===== src/rtl/inject_queue_pkg.sv =====
// Shared router constants for the PE inject path: channel count, flit width, starve semantics.
package inject_queue_pkg;

  localparam int GLOBAL_NUM_CHANNEL  = 5;
  localparam int GLOBAL_FLIT_WIDTH   = 32;
  localparam int GLOBAL_STARVE_LIMIT = 16;
  localparam int STARVE_CNT_WIDTH    = 8;

  typedef logic [STARVE_CNT_WIDTH-1:0] starveCnt_t;

  // The router arbiter uses the same test, so saturation and flagging always agree.
  function automatic logic starveAtLimit(input starveCnt_t cnt, input int limit);
    return cnt == starveCnt_t'(limit);
  endfunction

endpackage


===== src/rtl/inject_fifo_mem.sv =====
// Inject queue storage: DEPTH x FLIT_WIDTH registers, one synchronous write port, one async read port.
// Contents are never reset; the control logic masks stale entries through its valid signal.
module inject_fifo_mem
  import inject_queue_pkg::*;
#(
  parameter int DEPTH      = 4,
  parameter int FLIT_WIDTH = GLOBAL_FLIT_WIDTH
) (
  input  logic                     clk,
  input  logic                     wrEn,
  input  logic [$clog2(DEPTH)-1:0] wrAddr,
  input  logic [FLIT_WIDTH-1:0]    wrData,
  input  logic [$clog2(DEPTH)-1:0] rdAddr,
  output logic [FLIT_WIDTH-1:0]    rdData
);

  logic [FLIT_WIDTH-1:0] mem [DEPTH];

  always_ff @(posedge clk) begin
    if (wrEn) mem[wrAddr] <= wrData;
  end

  assign rdData = mem[rdAddr];

endmodule


===== src/rtl/inject_queue.sv =====
// PE-to-router inject FIFO: 1-cycle write-to-head, zero-latency head visibility, pops on any grant.
// Ready depends only on registered occupancy (a same-cycle pop does not free a slot); starveOut flags a long-denied head.
module inject_queue
  import inject_queue_pkg::*;
#(
  parameter int NUM_CHANNEL  = GLOBAL_NUM_CHANNEL,
  parameter int FLIT_WIDTH   = GLOBAL_FLIT_WIDTH,
  parameter int DEPTH        = 4,
  parameter int STARVE_LIMIT = GLOBAL_STARVE_LIMIT
) (
  input  logic                     clk,
  input  logic                     reset,
  input  logic [FLIT_WIDTH-1:0]    peFlitIn,
  input  logic                     peValidIn,
  output logic                     peReadyOut,
  input  logic [NUM_CHANNEL-1:0]   localInjectGrant,
  output logic                     injectValidOut,
  output logic [FLIT_WIDTH-1:0]    injectFlitOut,
  output logic [$clog2(DEPTH):0]   occupancyOut,
  output logic                     starveOut
);

  localparam int PTR_W = $clog2(DEPTH);
  localparam int OCC_W = PTR_W + 1;

  logic [PTR_W-1:0] wrPtr;
  logic [PTR_W-1:0] rdPtr;
  logic [OCC_W-1:0] occupancy;
  starveCnt_t       starveCnt;
  starveCnt_t       starveNext;
  logic             push;
  logic             pop;

  assign peReadyOut     = occupancy < OCC_W'(DEPTH);
  assign injectValidOut = occupancy != '0;
  assign occupancyOut   = occupancy;

  assign push = peValidIn & peReadyOut;
  // A grant with nothing queued must not move anything, hence the valid qualifier.
  assign pop  = injectValidOut & (|localInjectGrant);

  always_comb begin
    starveNext = starveCnt;
    if (pop || !injectValidOut) begin
      starveNext = '0;
    end else if (!starveAtLimit(starveCnt, STARVE_LIMIT)) begin
      starveNext = starveCnt + starveCnt_t'(1);
    end
  end

  always_ff @(posedge clk or posedge reset) begin
    if (reset) begin
      wrPtr     <= '0;
      rdPtr     <= '0;
      occupancy <= '0;
      starveCnt <= '0;
      starveOut <= 1'b0;
    end else begin
      if (push) wrPtr <= wrPtr + PTR_W'(1);
      if (pop)  rdPtr <= rdPtr + PTR_W'(1);
      case ({push, pop})
        2'b10:   occupancy <= occupancy + OCC_W'(1);
        2'b01:   occupancy <= occupancy - OCC_W'(1);
        default: occupancy <= occupancy;
      endcase
      starveCnt <= starveNext;
      starveOut <= starveAtLimit(starveNext, STARVE_LIMIT);
    end
  end

  inject_fifo_mem #(
    .DEPTH      (DEPTH),
    .FLIT_WIDTH (FLIT_WIDTH)
  ) uMem (
    .clk    (clk),
    .wrEn   (push),
    .wrAddr (wrPtr),
    .wrData (peFlitIn),
    .rdAddr (rdPtr),
    .rdData (injectFlitOut)
  );

endmodule


===== config.mk =====
export PLATFORM = sky130hd
export DESIGN_NAME = inject_queue
export DESIGN_NICKNAME = d
export VERILOG_FILES = /design/src/rtl/inject_queue_pkg.sv /design/src/rtl/inject_fifo_mem.sv /design/src/rtl/inject_queue.sv
export SDC_FILE = /design/constraint.sdc
export NUM_CORES = 1
export LEC_CHECK = 0
export BUFFER_PORTS_ARGS = -buffer_cell sky130_fd_sc_hd__buf_4
export CORE_ASPECT_RATIO = 1.4
export CORE_UTILIZATION = 50
export DETAILED_ROUTE_END_ITERATION = 16
export HOLD_SLACK_MARGIN = 0.1
export PLACE_DENSITY = 0.68
export REMOVE_ABC_BUFFERS = 1
export SYNTH_ARGS = -nofsm -noshare
export SYNTH_HDL_FRONTEND = slang
export SYNTH_SLANG_ARGS = --single-unit

===== constraint.sdc =====
create_clock -name clk -period 5.6 [get_ports clk]
set_input_delay 0.56 -clock clk [delete_from_list [all_inputs] [get_ports clk]]
set_output_delay 0.56 -clock clk [all_outputs]
set_load 0.02 [all_outputs]

==> impl_metrics.toml, run 1 <==
[outcome]
status = "finished, final reports clean"

[hold_path]
worstHoldPathType = "input port to async pin"

[pwr]
power.density_mw_per_mm2 = 522
p_leak_nw = 2.45
ir_drop_v = 0.000330

[place]
place_ws_ps = 3090
gp_congestion = 0.814
dp_hpwl_um = 5620
placed_area_sq_mm = 0.00631
dp.cells = 477
numPortBuffers = 77

[cts]
cts_resized = 0
htreeDepth = 4
cts_inserted_buffers = 17
worstSkewPairLatency_ps = 410
cts.sinks = 144
ctsRootBufferMaster = "clkbuf_16"
post_cts_buffers = 0
clockBufferDepth = 2
cts_tree = "built"
clk_pin_slew_worst_paths_ps = 60
cts_hold_buf = 0

[synth]
seq_area_frac_synth_pct = 75.6
async_reset_ff_share_pct = 11.1
synth_xor_area_share_pct = 2.03
yosys.cell_types.count = 34
synth_compound_area_share_pct = 1.63
ys.warnings.count = 0
synthesis.area_sq_mm = 0.00562
synth_top_family_by_area = "multiplexers"
ys_seq_elements = 144
synth_flop_cell = "edfxtp_1"
synth_edf_count = 128
synth_cells = 271
syn_area_per_cell_sq_um = 20.7
synthAdderAreaFrac_pct = 1.92
yosys.area_share.simple_pct = 3.50
muxShareOfSynthArea_pct = 13.4

[sta]
setup_viol = 0
finalHoldViolCount = 0
relSlewSlack_pct = 38.6
setup_ws_ps = 2740
worst_pin_slew_ps = 921
slew_viol_final = 0
tns_ps = 0
rsz0062_at_grt = "false"
fin_crit_sh_pct = 51.0
finalWorstPathRequiredPeriod_ps = 2860
finalClockSkew_ps = 9.52
fmax_ghz = 0.350

[worst_setup_path]
cpMaxStageDelayCell = "dfrtp_2"
cp_cell_sequence = "buf_4, mux4_2, buf_4"
cp_data_required_time_ps = 5040
crit_top_cell = "buf_4"
path_class = "flip-flop to output port"
cp-start-kind = "flip-flop"
arrival_ps = 2300
crit_path_max_incr_delay_ps = 650
critPathCaptureType = "output port"
cp_max_fo = 21

[final_layout]
layout_commonest_cell = "edfxtp_1"
area_growth_pct = 23.1
fin_cells = 509
antennaDiodeCount = 0
fin_nets = 403
drive_gt1_share_pct = 40.8
final_cell_area_sq_mm = 0.00691
final_cell_mix = "128 x edfxtp_1, 78 x buf_4, 32 x mux4_2"
fill_cells = 738

[global_route]
grt_pass1_vias = 2920
busiest_layer = "met2"
grt_antenna_before_repair = 0
grt_use_met3_pct = 5.77
use_met2_pct = 30.9
grtUsageTotal_pct = 17.7
grt_use_met1_pct = 20.7
grt.overflow.total = 0
grt_max_degree = 34
grt_pass1_wl_um = 15000

[floorplanning]
core-area_sq_mm = 0.0109
rows = 45
die_h_um = 127
dieArea_sq_mm = 0.0117
chipWidth_um = 91.6
ioPinCount = 78
initial_core_util_pct = 51.7

[run]
cap_violations = 0

[drt]
dr.first_iter.drc_count = 155
drc = 0
drtAntennaViolNets = 0
drt_pass1_iterations = 4
drt-wirelength-per-cell_um = 18.5
via_per_inst = 5.35
wl_um = 9390
vias = 2725
[final timing paths]
check	startpoint	endpoint	slack (ps)	cells past startpoint
max reg2reg	occupancyOut[0]	occupancyOut[2]	3290	8
min reg2reg	occupancyOut[0]	occupancyOut[0]	540	1
min in group clk	peFlitIn[1]	uMem.mem[2][1]	350	1
max	rdPtr[0]	injectFlitOut[0]	2740	3
min	reset	occupancyOut[2]	240	2
max in group asynchronous	reset	rdPtr[0]	4910	2
[area by class of cell]
| type | instances | area, sq um | area share (%) |
|---|---|---|---|
| Clock buffer | 20 | 437 | 6.32 |
| Clock inverter | 12 | 160 | 2.32 |
| Multi-Input combinational cell | 103 | 1260 | 18.3 |
| Tap cell | 141 | 176 | 2.55 |
| Timing Repair Buffer | 78 | 586 | 8.47 |
| Sequential cell | 144 | 4250 | 61.4 |
| Inverter | 11 | 41.3 | 0.597 |
[flip-flops by register name, summed over array words and instances, names as in the netlist]
| signal | cells |
|---|---|
| wrPtr | 2 |
| rdPtr | 2 |
| starveCnt | 8 |
| starveOut | 1 |
| uMem.mem | 128 |
| occupancyOut | 3 |
[routing by layer]
layer,share of wire [%],up-vias
met5,0,-
met4,1.1,0
met3,5.5,9
met2,54,86
met1,39,1381
li1,-,1249
[stage by stage]
stage / hold WS (ps) / total power [mW] / utilization, %
finish: 239 / 3.61 / 63.6
global route: 303 / 3.76 / 63.6
CTS: 264 / 3.65 / 63.6
detailed placement: 532 / 2.53 / 58.1
global placement: 533 / 2.52 / 58.1
floorplan: 474 / 2.12 / -
[synthesized netlist by cell type, types with 2 or more instances]
cell,instances,area (sq um)
buf_2,5,25.0
inv_1,11,41.3
nand4_1,2,12.5
dfrtp_1,16,400
mux2i_1,3,30.0
buf_4,2,15.0
and2_1,4,25.0
nor2_1,13,48.8
xnor2_1,8,70.1
ha_1,7,87.6
xor2_1,5,43.8
mux4_2,32,721
nand3_1,5,25.0
edfxtp_1,128,3840
nor3_1,2,10.0
nand2_1,6,22.5
clkbuf_1,5,18.8
[worst max-delay path, delay by kind of cell, from the launching register on]
kind                   cells  cell delay (ps)
multiplexers               1              580
buffers and inverters      2              650
flip-flops                 1              650
[power breakdown]
group | total, mW | switching, mW | internal, mW
logic | 1.02 | 0.520 | 0.503
registers | 1.47 | 0.121 | 1.34
clock network | 1.12 | 0.413 | 0.703
[kinds of logic (layout without fill, tap and decap cells)]
kind of cell | Yosys count | after routing
AND/OR/NAND/NOR | 39 | 39
adder cells (fa/ha/maj) | 8 | 8
AO/OA/AOI/OAI | 8 | 8
multiplexers | 35 | 35
XOR/XNOR | 13 | 13
buffers and inverters | 24 | 121
flip-flops | 144 | 144
Power figures use the tool's default switching activity.
==> inputs of run 2 (changes only) <==
==> constraint.sdc (replaced) <==
create_clock -name clk -period 2.9 [get_ports clk]
set_input_delay 0.29 -clock clk [delete_from_list [all_inputs] [get_ports clk]]
set_output_delay 0.29 -clock clk [all_outputs]
set_load 0.02 [all_outputs]
==> impl_metrics.toml, run 2 (synthesized netlist as in run 1, its figures left out) <==
[global_route]
grt.overflow.total = 0
grt_antenna_before_repair = 0
use_met2_pct = 32.4
busiest_layer = "met2"
grt_pass1_vias = 3129
grt_pass1_wl_um = 16000
grt_use_met3_pct = 5.60
grt_use_met1_pct = 22.6
grtUsageTotal_pct = 19.1
grt_max_degree = 33

[final_layout]
multi_input_area_sq_mm = 0.00126
layout_commonest_cell = "edfxtp_1"
fill_cells = 699
fin_nets = 443
area_growth_pct = 31.4
top_register = "uMem.mem"
drive_gt1_share_pct = 38.7
antennaDiodeCount = 0
final_cell_mix = "128 x edfxtp_1, 81 x buf_4, 33 x dlygate4sd3_1"
largest_reg_flops = 128
seq_area_sq_mm = 0.00425

[sta]
worst_pin_slew_ps = 677
tns_ps = 0
fmax_ghz = 0.400
finalHoldViolCount = 0
relSlewSlack_pct = 54.9
setup_viol = 0
fin_crit_sh_pct = 86.1
rsz0062_at_grt = "false"
finalClockSkew_ps = 8.23
holdWs_ps = 244
slew_viol_final = 0
finalWorstPathRequiredPeriod_ps = 2500

[place]
numPortBuffers = 77
dp_hpwl_um = 6060
gp_congestion = 0.807

[worst_setup_path]
cp_num_cells = 3
path_class = "flip-flop to output port"
critPathCaptureType = "output port"
crit_path_max_incr_delay_ps = 800
cp_data_required_time_ps = 2610
cp-start-kind = "flip-flop"
cp_num_buf_inv = 2
cpMaxStageDelayCell = "dfrtp_2"
crit_top_cell = "buf_4"
cp_cell_sequence = "buf_4, mux4_2, buf_4"
cp_max_fo = 20
r2r_cells = 8
arrival_ps = 2210
critical_path.top_delay_family = "flip-flops"

[cts]
cts_tree = "built"
worstSkewPairLatency_ps = 420
clk_pin_slew_worst_paths_ps = 50
ctsRootBufferMaster = "clkbuf_16"
cts_inserted_buffers = 17
htreeDepth = 4
clockBufferDepth = 2
cts.sinks = 144

[drt]
wl_um = 9930
drc = 0
dr.first_iter.drc_count = 108
vias = 2903
drtAntennaViolNets = 0
drt-wirelength-per-cell_um = 18.1
via_per_inst = 5.29
drt_pass1_iterations = 4

[outcome]
status = "finished, final reports clean"

[run]
cap_violations = 0

[floorplanning]
core-area_sq_mm = 0.0109
rows = 45
die_h_um = 127
initial_core_util_pct = 51.7
dieArea_sq_mm = 0.0117
ioPinCount = 78
chipWidth_um = 91.6

[pwr]
ir_drop_v = 0.000564
power.density_mw_per_mm2 = 978
finalPower_mw = 7.22
p_leak_nw = 2.67

[hold_path]
whs_path_depth = 4
worstHoldPathType = "input port to flip-flop"
==> run 2: cell types whose count changed in the layout (fill, tap and decap cells not counted), sizes merged, moves of 2 or more <==
| cell | change |
|---|---|
| clkinvlp | -2 |
| clkbuf | +2 |
| dlygate4sd3 | +33 |
| inv | -2 |
| buf | +7 |
==> run 2: final timing paths <==
check                                     to                 from  slack [ps]
min in group asynchronous       starveCnt[7]                reset         520
min                                starveOut  localInjectGrant[1]         240
min reg2reg                  occupancyOut[0]      occupancyOut[0]         540
max in group asynchronous           rdPtr[1]                reset        1940
max reg2reg                  occupancyOut[2]      occupancyOut[0]         580
max                        injectFlitOut[26]             rdPtr[0]         400
==> run 2: stage by stage <==
stage	instances	instance area, sq um	utilization [%]	worst slack, ps
after floorplan	258	5550	-	467
after global placement	484	6420	59.1	574
after detailed placement	484	6420	59.1	554
after CTS	549	7380	67.9	343
after global routing	549	7380	67.9	270
final	549	7380	67.9	403
==> run 2: tightest hold or removal path: cells and delay by family <==
kind	cells	cell delay, ps
buf+inv	2	100
simple gates	1	160
compound gates	1	60
==> run 2: per-layer routing <==
layer  vias up  routed length [um]
li1       1333                   -
met1      1481                4070
met2        71                5220
met3        18                 457
met4         0                 184
met5         -                   0
==> run 2: area by class of cell <==
cell class | count | share of cell area, %
multi-input combinational | 103 | 17.1
tap | 141 | 2.39
timing repair buffer | 118 | 13.8
sequential | 144 | 57.5
clock buffer | 22 | 6.42
inverter | 11 | 0.559
clock inverter | 10 | 2.15
==> run 2: timing repair <==
action,CTS,global route
endpoints found under the hold margin,144,0
buffers inserted,0,0
endpoints found under the setup margin,0,0
resized for setup,0,0
hold buffers,33,0
==> run 2: power breakdown <==
group          internal, mW  leakage [nW]  switching, mW  total (mW)
Sequential             2.59          1.37          0.219        2.81
Clock                  1.50         0.306          0.782        2.29
Combinational          1.08         0.994           1.05        2.13
